**config.mk**
```make
export PLATFORM = sky130hd
export DESIGN_NAME = fifo_uart_tx_flat
export DESIGN_NICKNAME = d
export VERILOG_FILES = /design/src/rtl/fifo_uart_tx_pkg.sv /design/src/rtl/fifo_uart_tx_if.sv /design/src/rtl/fifo_uart_tx_bit_timer.sv /design/src/rtl/fifo_uart_tx.sv /design/src/flat_wrapper.sv
export SDC_FILE = /design/constraint.sdc
export NUM_CORES = 1
export LEC_CHECK = 0
export ABC_AREA = 1
export BUFFER_PORTS_ARGS = -buffer_cell sky130_fd_sc_hd__buf_2
export CORE_MARGIN = 1
export CORE_UTILIZATION = 50
export CTS_BUF_LIST = sky130_fd_sc_hd__clkbuf_8 sky130_fd_sc_hd__clkbuf_16
export DETAILED_ROUTE_END_ITERATION = 10
export GPL_TIMING_DRIVEN = 0
export HOLD_SLACK_MARGIN = 0.05
export PLACE_DENSITY = 0.79
export SETUP_SLACK_MARGIN = 0.2
export SYNTH_ARGS = -nofsm -noshare
export SYNTH_HDL_FRONTEND = slang
export SYNTH_SLANG_ARGS = --single-unit
```
**constraint.sdc**
```tcl
create_clock -name clock -period 1.65 [get_ports clock]
set_clock_uncertainty 0.2 [all_clocks]
set_input_delay 0.2475 -clock clock [delete_from_list [all_inputs] [get_ports clock]]
set_output_delay 0.2475 -clock clock [all_outputs]
set_load 0.1 [all_outputs]
```
**src/rtl/fifo_uart_tx_pkg.sv**
```systemverilog
// Shared types and constants for the FIFO-fed UART transmitter.
package fifo_uart_pkg;

    typedef enum logic [2:0] {
        IDLE,
        LOAD,
        START,
        DATA,
        PARITY,
        STOP
    } tx_state_e;

    localparam int   DATA_BITS   = 8;
    localparam logic IDLE_LEVEL  = 1'b1;
    localparam logic START_LEVEL = 1'b0;

endpackage

```
**src/rtl/fifo_uart_tx_if.sv**
```systemverilog
// FIFO read-port bundle between the FIFO (slave) and its consumer (master).
interface fifo_uart_tx_if;
    import fifo_uart_pkg::*;

    logic                 fifoEmpty;
    logic                 fifoRead;
    logic [DATA_BITS-1:0] fifoData;

    modport master (output fifoRead, input fifoEmpty, input fifoData);
    modport slave  (input fifoRead, output fifoEmpty, output fifoData);

endinterface

```
**src/rtl/fifo_uart_tx_bit_timer.sv**
```systemverilog
// Per-bit down-counter: reload starts a bit, bitEnd flags its last cycle.
module uart_bit_timer #(
    parameter int CLKS_PER_BIT = 16
) (
    input  logic clock,
    input  logic resetN,
    input  logic load,
    output logic bitEnd
);

    localparam int             W      = $clog2(CLKS_PER_BIT);
    localparam logic [W-1:0]   RELOAD = W'(CLKS_PER_BIT - 1);

    logic [W-1:0] cnt_q, cnt_d;

    // Reload and bitEnd coincide at bit boundaries, so bits never drift.
    always_comb begin
        cnt_d = cnt_q;
        if (load)
            cnt_d = RELOAD;
        else if (cnt_q != '0)
            cnt_d = cnt_q - 1'b1;
    end

    always_ff @(posedge clock or negedge resetN) begin
        if (!resetN) cnt_q <= '0;
        else         cnt_q <= cnt_d;
    end

    assign bitEnd = (cnt_q == '0);

endmodule

```
**src/rtl/fifo_uart_tx.sv**
```systemverilog
// Pops bytes from the FIFO read port and sends each as a UART frame on txd.
module fifo_uart_tx
    import fifo_uart_pkg::*;
#(
    parameter int CLKS_PER_BIT = 16,
    parameter int PARITY_EN    = 0,
    parameter int PARITY_ODD   = 0
) (
    input  logic                  clock,
    input  logic                  resetN,
    fifo_uart_tx_if.master        fifo,
    input  logic                  txEnable,
    output logic                  txd,
    output logic                  busy,
    output logic                  frameDone
);

    tx_state_e            state_q, state_d;
    logic [DATA_BITS-1:0] shift_q, shift_d;
    logic [2:0]           bit_idx_q, bit_idx_d;
    logic                 par_q, par_d;
    logic                 rd_req;
    logic                 timer_load;
    logic                 bit_end;

    uart_bit_timer #(.CLKS_PER_BIT(CLKS_PER_BIT)) u_timer (
        .clock  (clock),
        .resetN (resetN),
        .load   (timer_load),
        .bitEnd (bit_end)
    );

    always_comb begin
        state_d    = state_q;
        shift_d    = shift_q;
        bit_idx_d  = bit_idx_q;
        par_d      = par_q;
        rd_req     = 1'b0;
        timer_load = 1'b0;
        txd        = IDLE_LEVEL;
        frameDone  = 1'b0;
        case (state_q)
            IDLE: begin
                if (txEnable && !fifo.fifoEmpty) begin
                    rd_req  = 1'b1;
                    state_d = LOAD;
                end
            end
            LOAD: begin
                // fifoData is only meaningful in this cycle.
                shift_d    = fifo.fifoData;
                par_d      = (^fifo.fifoData) ^ (PARITY_ODD != 0);
                bit_idx_d  = '0;
                timer_load = 1'b1;
                state_d    = START;
            end
            START: begin
                txd = START_LEVEL;
                if (bit_end) begin
                    timer_load = 1'b1;
                    state_d    = DATA;
                end
            end
            DATA: begin
                txd = shift_q[0];
                if (bit_end) begin
                    timer_load = 1'b1;
                    shift_d    = shift_q >> 1;
                    bit_idx_d  = bit_idx_q + 1'b1;
                    if (bit_idx_q == 3'(DATA_BITS - 1))
                        state_d = (PARITY_EN != 0) ? PARITY : STOP;
                end
            end
            PARITY: begin
                txd = par_q;
                if (bit_end) begin
                    timer_load = 1'b1;
                    state_d    = STOP;
                end
            end
            STOP: begin
                txd = IDLE_LEVEL;
                if (bit_end) begin
                    frameDone = 1'b1;
                    state_d   = IDLE;
                end
            end
            default: state_d = IDLE;
        endcase
    end

    always_ff @(posedge clock or negedge resetN) begin
        if (!resetN) begin
            state_q   <= IDLE;
            shift_q   <= '0;
            bit_idx_q <= '0;
            par_q     <= 1'b0;
        end else begin
            state_q   <= state_d;
            shift_q   <= shift_d;
            bit_idx_q <= bit_idx_d;
            par_q     <= par_d;
        end
    end

    // Gated by reset so a held-low reset never pops the FIFO.
    assign fifo.fifoRead = rd_req & resetN;
    assign busy          = (state_q != IDLE) | fifo.fifoRead;

    a_no_empty_read: assert property (@(posedge clock) disable iff (!resetN)
        fifo.fifoRead |-> !fifo.fifoEmpty);
    a_read_pulse: assert property (@(posedge clock) disable iff (!resetN)
        fifo.fifoRead |=> !fifo.fifoRead);
    a_done_idle_level: assert property (@(posedge clock) disable iff (!resetN)
        frameDone |-> txd);

endmodule
```
**src/flat_wrapper.sv**
```systemverilog
// flat-port wrapper written by rule: the top's interface ports become plain ports
module fifo_uart_tx_flat import fifo_uart_pkg::*;
#(
    parameter int CLKS_PER_BIT = 16,
    parameter int PARITY_EN    = 0,
    parameter int PARITY_ODD   = 0
)
  (clock, resetN, txEnable, txd, busy, frameDone, fifo_fifoRead, fifo_fifoEmpty, fifo_fifoData);
  fifo_uart_tx_if fifo_i ();
  input  logic clock;
  input  logic resetN;
  input  logic txEnable;
  output logic txd;
  output logic busy;
  output logic frameDone;
  output wire logic [$bits(fifo_i.fifoRead)-1:0] fifo_fifoRead;
  input wire logic [$bits(fifo_i.fifoEmpty)-1:0] fifo_fifoEmpty;
  input wire logic [$bits(fifo_i.fifoData)-1:0] fifo_fifoData;
  assign fifo_fifoRead = fifo_i.fifoRead;
  assign fifo_i.fifoEmpty = fifo_fifoEmpty;
  assign fifo_i.fifoData = fifo_fifoData;
  fifo_uart_tx #(.CLKS_PER_BIT(CLKS_PER_BIT), .PARITY_EN(PARITY_EN), .PARITY_ODD(PARITY_ODD)) u_core (.clock(clock), .resetN(resetN), .fifo(fifo_i), .txEnable(txEnable), .txd(txd), .busy(busy), .frameDone(frameDone));
endmodule
```
==> out/results.txt, run 1 <==
status: finished, violations left
violated checks: setup timing
# setup viols final: 22
gpl congestion: 0.843
max_cap viols: 0
Synth Area in Adders: 3.03%
DP Worst Slack: -479 ps
Num CTS Buffers: 3
Synth Area in XOR/XNOR: 2.12%
Synth Warn #: 0
top-area cell type share of the netlist area: 38.4%
CP max stage delay: 400 ps
CTS HTree Levels: 1
WS Path Type: flip-flop to output port
number of port buffers: 15
total gr overflow: 0
number of I/O pins: 16
clock tree buffer depth: 2
layout cells sized above 1: 42.9%
Layout Nets: 233
largest net degree at the start of global routing: 20
Inserted Diodes: 0
FMAX: 500 MHz
Most common cell on crit path: inv_2
Crit path required time: 1200 ps
Yosys top cell by area: dfrtp_1
Residual DRC: 0
P per Cell Area: 2000 mW/mm^2
Initial DRC Count: 47
worst slew pin tran: 913 ps
proportion of synthesized area in mux cells: 0%
endpoint class of the critical path: output port
vias in the first global route: 1331
Seq cells post-synth: 19
Max-slew headroom: 39.1%
Final ANT Viol Nets: 0
slowest CP cell: dfrtp_1
Root Driver: clkbuf_8
Final Max Tran Viols: 0
placed cell area: 0.00141 mm^2
final setup margin: -352 ps
Post-Syn Area per Cell: 7.51 um^2
Reg clk slew, reported paths: 80 ps
final wirelength: 4380 um
CP startpoint kind: flip-flop
wire per inst: 17.9 um
num rows: 17
Vias: 1416
setup TNS: -4890 ps
first-pass GRT wire length: 5690 um
Crit Path Max Fanout: 2
Area Overhead vs Synth: 57.8%
Data arrival, critical path: 1550 ps
initial core utilization: 54.4%
ranking of synthesized cells by area: dfrtp_1 38%, nand2_1 17%, inv_1 8.5%
die width: 51.8 um
simple logic cell fraction of the synthesized area: 30.8%
Pre-Repair DR Iteration Count: 4
Post-Syn Instances: 165
Final Hold Violating Endpoints: 0
Die Y: 51.8 um
Design Area, Final: 0.00195 mm^2
Synthesized Nets: 180
CTS Sinks: 19
vias per std cell: 5.78
sequential cell area fraction in the yosys report: 38.4%
maximum vdd drop: 1.77 mV
Final Cycle Share: 121%
post-synthesis compound-gate area fraction: 13.6%
mapped cell area: 0.00124 mm^2
Die ar.: 0.00268 mm^2
unrepaired setup endpoints after global routing: yes
CTS tree: built
initial antenna violation count: 0
worst skew pair latency: 260 ps
Detailed Place HPWL: 1980 um
Final min period: 2000 ps
Core Area: 0.00228 mm^2
Total GRT Usage: 29.1%
largest family of logic cells by synthesized area: simple AND/OR/NAND/NOR gates
worst min path class: primary input to flip-flop
crit-path cells: inv_2, ha_4, nand2_4, nor2_4, inv_2, nor4_4, buf_6
setup slack, reg-to-reg: -320 ps
leakage: 1.02 nW
Synth cell types: 25
flip-flops by register name (all words and copies together), names as in the netlist:
| signal | cells |
|---|---|
| u_core.u_timer.cnt_q | 4 |
| u_core.bit_idx_q | 3 |
| u_core.shift_q | 8 |
| u_core.state_q | 3 |
| u_core.par_q | 1 |
cell usage after synthesis (all sizes together):
master,count
dfrtp,19
nand4,4
xor2,1
nor2,7
nand3,11
ha,3
buf,2
inv,31
xnor2,2
nand2,58
o21ai,13
o22ai,1
o211ai,10
nor4,2
a21oi,1
repair_timing:
action	4_1_cts	5_1_grt
hold endpoints to repair	19	0
buffers inserted	21	10
pin swaps	7	10
gates cloned	1	0
endpoints found under the setup margin	22	42
gates resized for setup	34	16
hold buffers	1	0
cell usage in the layout, fill, tap and decap left out, drive strengths merged:
cell type,synthesis,final
nand2,58,58
buf,2,49
inv,31,31
dfrtp,19,19
o21ai,13,13
nand3,11,11
o211ai,10,10
nor2,7,7
nand4,4,4
clkbuf,0,3
ha,3,3
nor4,2,2
xnor2,2,2
clkinv,0,1
o22ai,1,1
xor2,1,1
a21oi,1,1
dlymetal6s4s,0,1
power by group:
group	leakage, nW	switching, W	internal (W)
registers	0.227	0.000150	0.000666
clock network	0.0269	0.000171	0.000166
logic	0.770	0.00152	0.00123
total	1.02	0.00185	0.00207
layer usage:
metal | track usage (%) | wire length (um)
met1 | 32.8 | 1580
met2 | 52.2 | 2250
met3 | 6.73 | 303
met4 | 12.2 | 236
met5 | 0 | 0
cell families (layout without fill, tap and decap cells):
kind of cell               count (synthesis)  in the layout
buffers and inverters                     33             85
adders and majority gates                  3              3
xor gates and xnor gates                   3              3
DFF                                       19             19
AOI/OAI and AO/OA                         25             25
and+or+nand+nor                           82             82
worst max-delay path, delay by kind of cell, from the launching register on:
kind,cells,cell delay (ps)
buffers and inverters,3,420
flip-flops,1,400
AND/OR/NAND/NOR,3,300
adder cells (fa/ha/maj),1,160
per-stage QoR:
stage | util [%] | instances | power [W] | hold slack [ps]
after floorplan | - | 165 | 0.00202 | -248
after global placement | 62.1 | 208 | 0.00223 | 16.3
after detailed placement | 62.1 | 208 | 0.00231 | 17.9
after CTS | 79.8 | 235 | 0.00335 | 78.8
after global routing | 85.9 | 245 | 0.00407 | 77.1
final | 85.9 | 245 | 0.00391 | 76.8
final timing paths:
check | to | cells after the start | start
setup / recovery | frameDone | 7 | u_core.u_timer.cnt_q[1]
min in group asynchronous | u_core.u_timer.cnt_q[1] | 2 | resetN
setup reg to reg | u_core.state_q[2] | 12 | u_core.u_timer.cnt_q[1]
hold reg to reg | u_core.bit_idx_q[1] | 2 | u_core.bit_idx_q[1]
hold / removal | u_core.shift_q[3] | 3 | fifo_fifoData[3]
max in group asynchronous | u_core.state_q[2] | 2 | resetN
final cells by class:
| cell class | instances | area, um^2 |
|---|---|---|
| Multi-Input combinational cell | 113 | 773 |
| Sequential cell | 19 | 479 |
| Timing Repair Buffer | 48 | 463 |
| Fill cell | 105 | 322 |
| Inverter | 31 | 131 |
| Clock buffer | 3 | 41.3 |
| Tap cell | 28 | 35.0 |
| Buffer | 2 | 27.5 |
| Clock inverter | 1 | 3.75 |
Power figures use the tool's default switching activity.
==> run 2: changes to the inputs <==
--- a/config.mk
+++ b/config.mk
@@ -7,6 +7,7 @@
 export LEC_CHECK = 0
 export ABC_AREA = 1
 export BUFFER_PORTS_ARGS = -buffer_cell sky130_fd_sc_hd__buf_2
+export CORE_ASPECT_RATIO = 0.8
 export CORE_MARGIN = 1
 export CORE_UTILIZATION = 50
 export CTS_BUF_LIST = sky130_fd_sc_hd__clkbuf_8 sky130_fd_sc_hd__clkbuf_16
==> out/results.txt, run 2 (same netlist as run 1, synthesis figures left out) <==
fill count: 130 (+24%)
Crit Path Max Fanout: 2 (unchanged)
num rows: 15 (-2)
wire per inst: 14.5 um (-19%)
initial core utilization: 55.0% (+0.57 points)
worst skew pair latency: 260 ps (about the same)
r2r endpoint: u_core.shift_q[4]
Initial DRC Count: 107 (+130%)
first-pass GRT wire length: 5150 um (-9.6%)
unrepaired setup endpoints after global routing: yes
CTS HTree Levels: 1 (unchanged)
Crit path required time: 1200 ps (about the same)
Core Area: 0.00225 mm^2 (-1.0%)
max FFs per register: 8 (unchanged)
die width: 57.7 um (+11%)
R2R Path Start: u_core.u_timer.cnt_q[0]
# setup viols final: 20 (-9.1%)
vias in the first global route: 1142 (-14%)
Final Max Tran Viols: 0 (unchanged)
Multi-input gate area: 743 um^2 (-3.9%)
R2R cell count: 12 (unchanged)
leakage: 0.988 nW (-3.6%)
M1 WL: 1500 um (-5.4%)
vias per std cell: 5.38 (-6.9%)
crit-path cells: inv_2, ha_4, nand2_4, nor2_4, inv_2, nor4_4, buf_6
maximum vdd drop: 1.04 mV (-41%)
sequential cell area: 479 um^2 (unchanged)
Die ar.: 0.00268 mm^2 (about the same)
hold slack: 89.6 ps (+12.8 ps)
Pre-Repair DR Iteration Count: 7 (+3)
Placed Instances: 205 (-1.4%)
most frequent cells in the layout: 51 x nand2_1, 24 x inv_1, 24 x buf_4
number of I/O pins: 16 (unchanged)
met3 wire len: 274 um (-9.6%)
Die Y: 46.5 um (-10%)
Final min period: 1960 ps (-38.0 ps)
initial antenna violation count: 0 (unchanged)
status: finished, violations left
Util after Layout: 81.6% (-4.3 points)
largest net degree at the start of global routing: 20 (unchanged)
Final ANT Viol Nets: 0 (unchanged)
violated checks: DRC, setup timing
layout cells sized above 1: 39.4% (-3.4 points)
Final Hold Violating Endpoints: 0 (unchanged)
gpl congestion: 0.782 (-7.2%)
Total GRT Usage: 26.1% (-3.0 points)
met2 wire length: 1590 um (-29%)
biggest registers after layout: u_core.shift_q (8), u_core.u_timer.cnt_q (4)
commonest non-fill, non-tap cell in the layout: nand2_1
number of port buffers: 15 (unchanged)
P per Cell Area: 1860 mW/mm^2 (-7.2%)
max_cap viols: 0 (unchanged)
CTS Sinks: 19 (unchanged)
CTS tree: built
Detailed Place HPWL: 2000 um (+0.93%)
final wirelength: 3440 um (-21%)
worst slew pin tran: 881 ps (-32.4 ps)
Inserted Diodes: 0 (unchanged)
worst min path class: primary input to async pin
Most common cell on crit path: inv_2
Num CTS Buffers: 3 (unchanged)
post-route insts no fill: 238 (-2.9%)
Final Cycle Share: 119% (-2.3 points)
Max-slew headroom: 41.3% (+2.2 points)
Design Area, Final: 0.00184 mm^2 (-6.0%)
Area Overhead vs Synth: 48.3%
setup TNS: -3360 ps (+1530 ps)
Largest Register: u_core.shift_q
Top Layer Used: met4
Data arrival, critical path: 1520 ps (-30 ps)
WS Path Type: flip-flop to output port
FMAX: 509 MHz (+1.9%)
CP startpoint kind: flip-flop
Residual DRC: 1 (+1)
Root Driver: clkbuf_8
final setup margin: -313 ps (+38.0 ps)
placed cell area: 0.00141 mm^2 (-0.27%)
clock tree buffer depth: 2 (unchanged)
endpoint class of the critical path: output port
Layout Nets: 229 (-1.7%)
CP max stage delay: 400 ps (about the same)
Reg clk slew, reported paths: 80 ps (about the same)
setup slack, reg-to-reg: -210 ps (+110 ps)
Vias: 1281 (-9.5%)
slowest CP cell: dfrtp_1
total gr overflow: 0 (unchanged)
run 2: worst max-delay path by stage:
stage / startpoint / end / slack, ps / depth (start not counted)
final: u_core.u_timer.cnt_q[0] / frameDone / -310 / 7
after global routing: u_core.u_timer.cnt_q[0] / frameDone / -410 / 7
after CTS: u_core.u_timer.cnt_q[0] / frameDone / -280 / 7
after detailed placement: u_core.u_timer.cnt_q[0] / frameDone / -500 / 7
after global placement: u_core.u_timer.cnt_q[0] / frameDone / -430 / 7
after floorplan: u_core.state_q[2] / txd / -950 / 3
run 2: worst max-delay path, delay by kind of cell, from the launching register on:
kind          cells  cell delay [ps]
simple gates      3              290
fa+ha+maj         1              150
flops             1              400
buf+inv           3              410
run 2: metal layers:
| layer | vias up | track usage [%] |
|---|---|---|
| met1 | 588 | 34.3 |
| met2 | 53 | 43.7 |
| li1 | 626 | - |
| met4 | 0 | 6.19 |
| met3 | 14 | 6.74 |
| met5 | - | 0 |
run 2: metrics by stage:
| stage | power, W | worst slack (ps) |
|---|---|---|
| 3_5_place_dp | 0.00230 | -498 |
| 5_1_grt | 0.00362 | -409 |
| 3_3_place_gp | 0.00223 | -428 |
| 4_1_cts | 0.00306 | -283 |
| 2_1_floorplan | 0.00202 | -949 |
| 6_report | 0.00341 | -313 |
run 2: timing repair:
item / in CTS / in global routing
setup endpoints to repair: 22 / 42
endpoints found under the hold margin: 19 / 0
hold buffers: 1 / 0
resized for setup: 21 / 14
cloned: 0 / 1
pin swaps: 4 / 9
setup buffers: 17 / 10
run 2: cell type report:
type	count	share of cell area (%)
inverter	31	7.15
multi-input combinational	113	40.5
timing repair buffer	44	20.6
sequential	19	26.1
buffer	2	1.50
clock buffer	3	2.25
clock inverter	1	0.204
tap	25	1.70
run 2: power breakdown:
| group | internal, W | switching (W) |
|---|---|---|
| registers | 0.000667 | 0.000136 |
| clock network | 0.000165 | 0.000151 |
| logic | 0.000980 | 0.00131 |
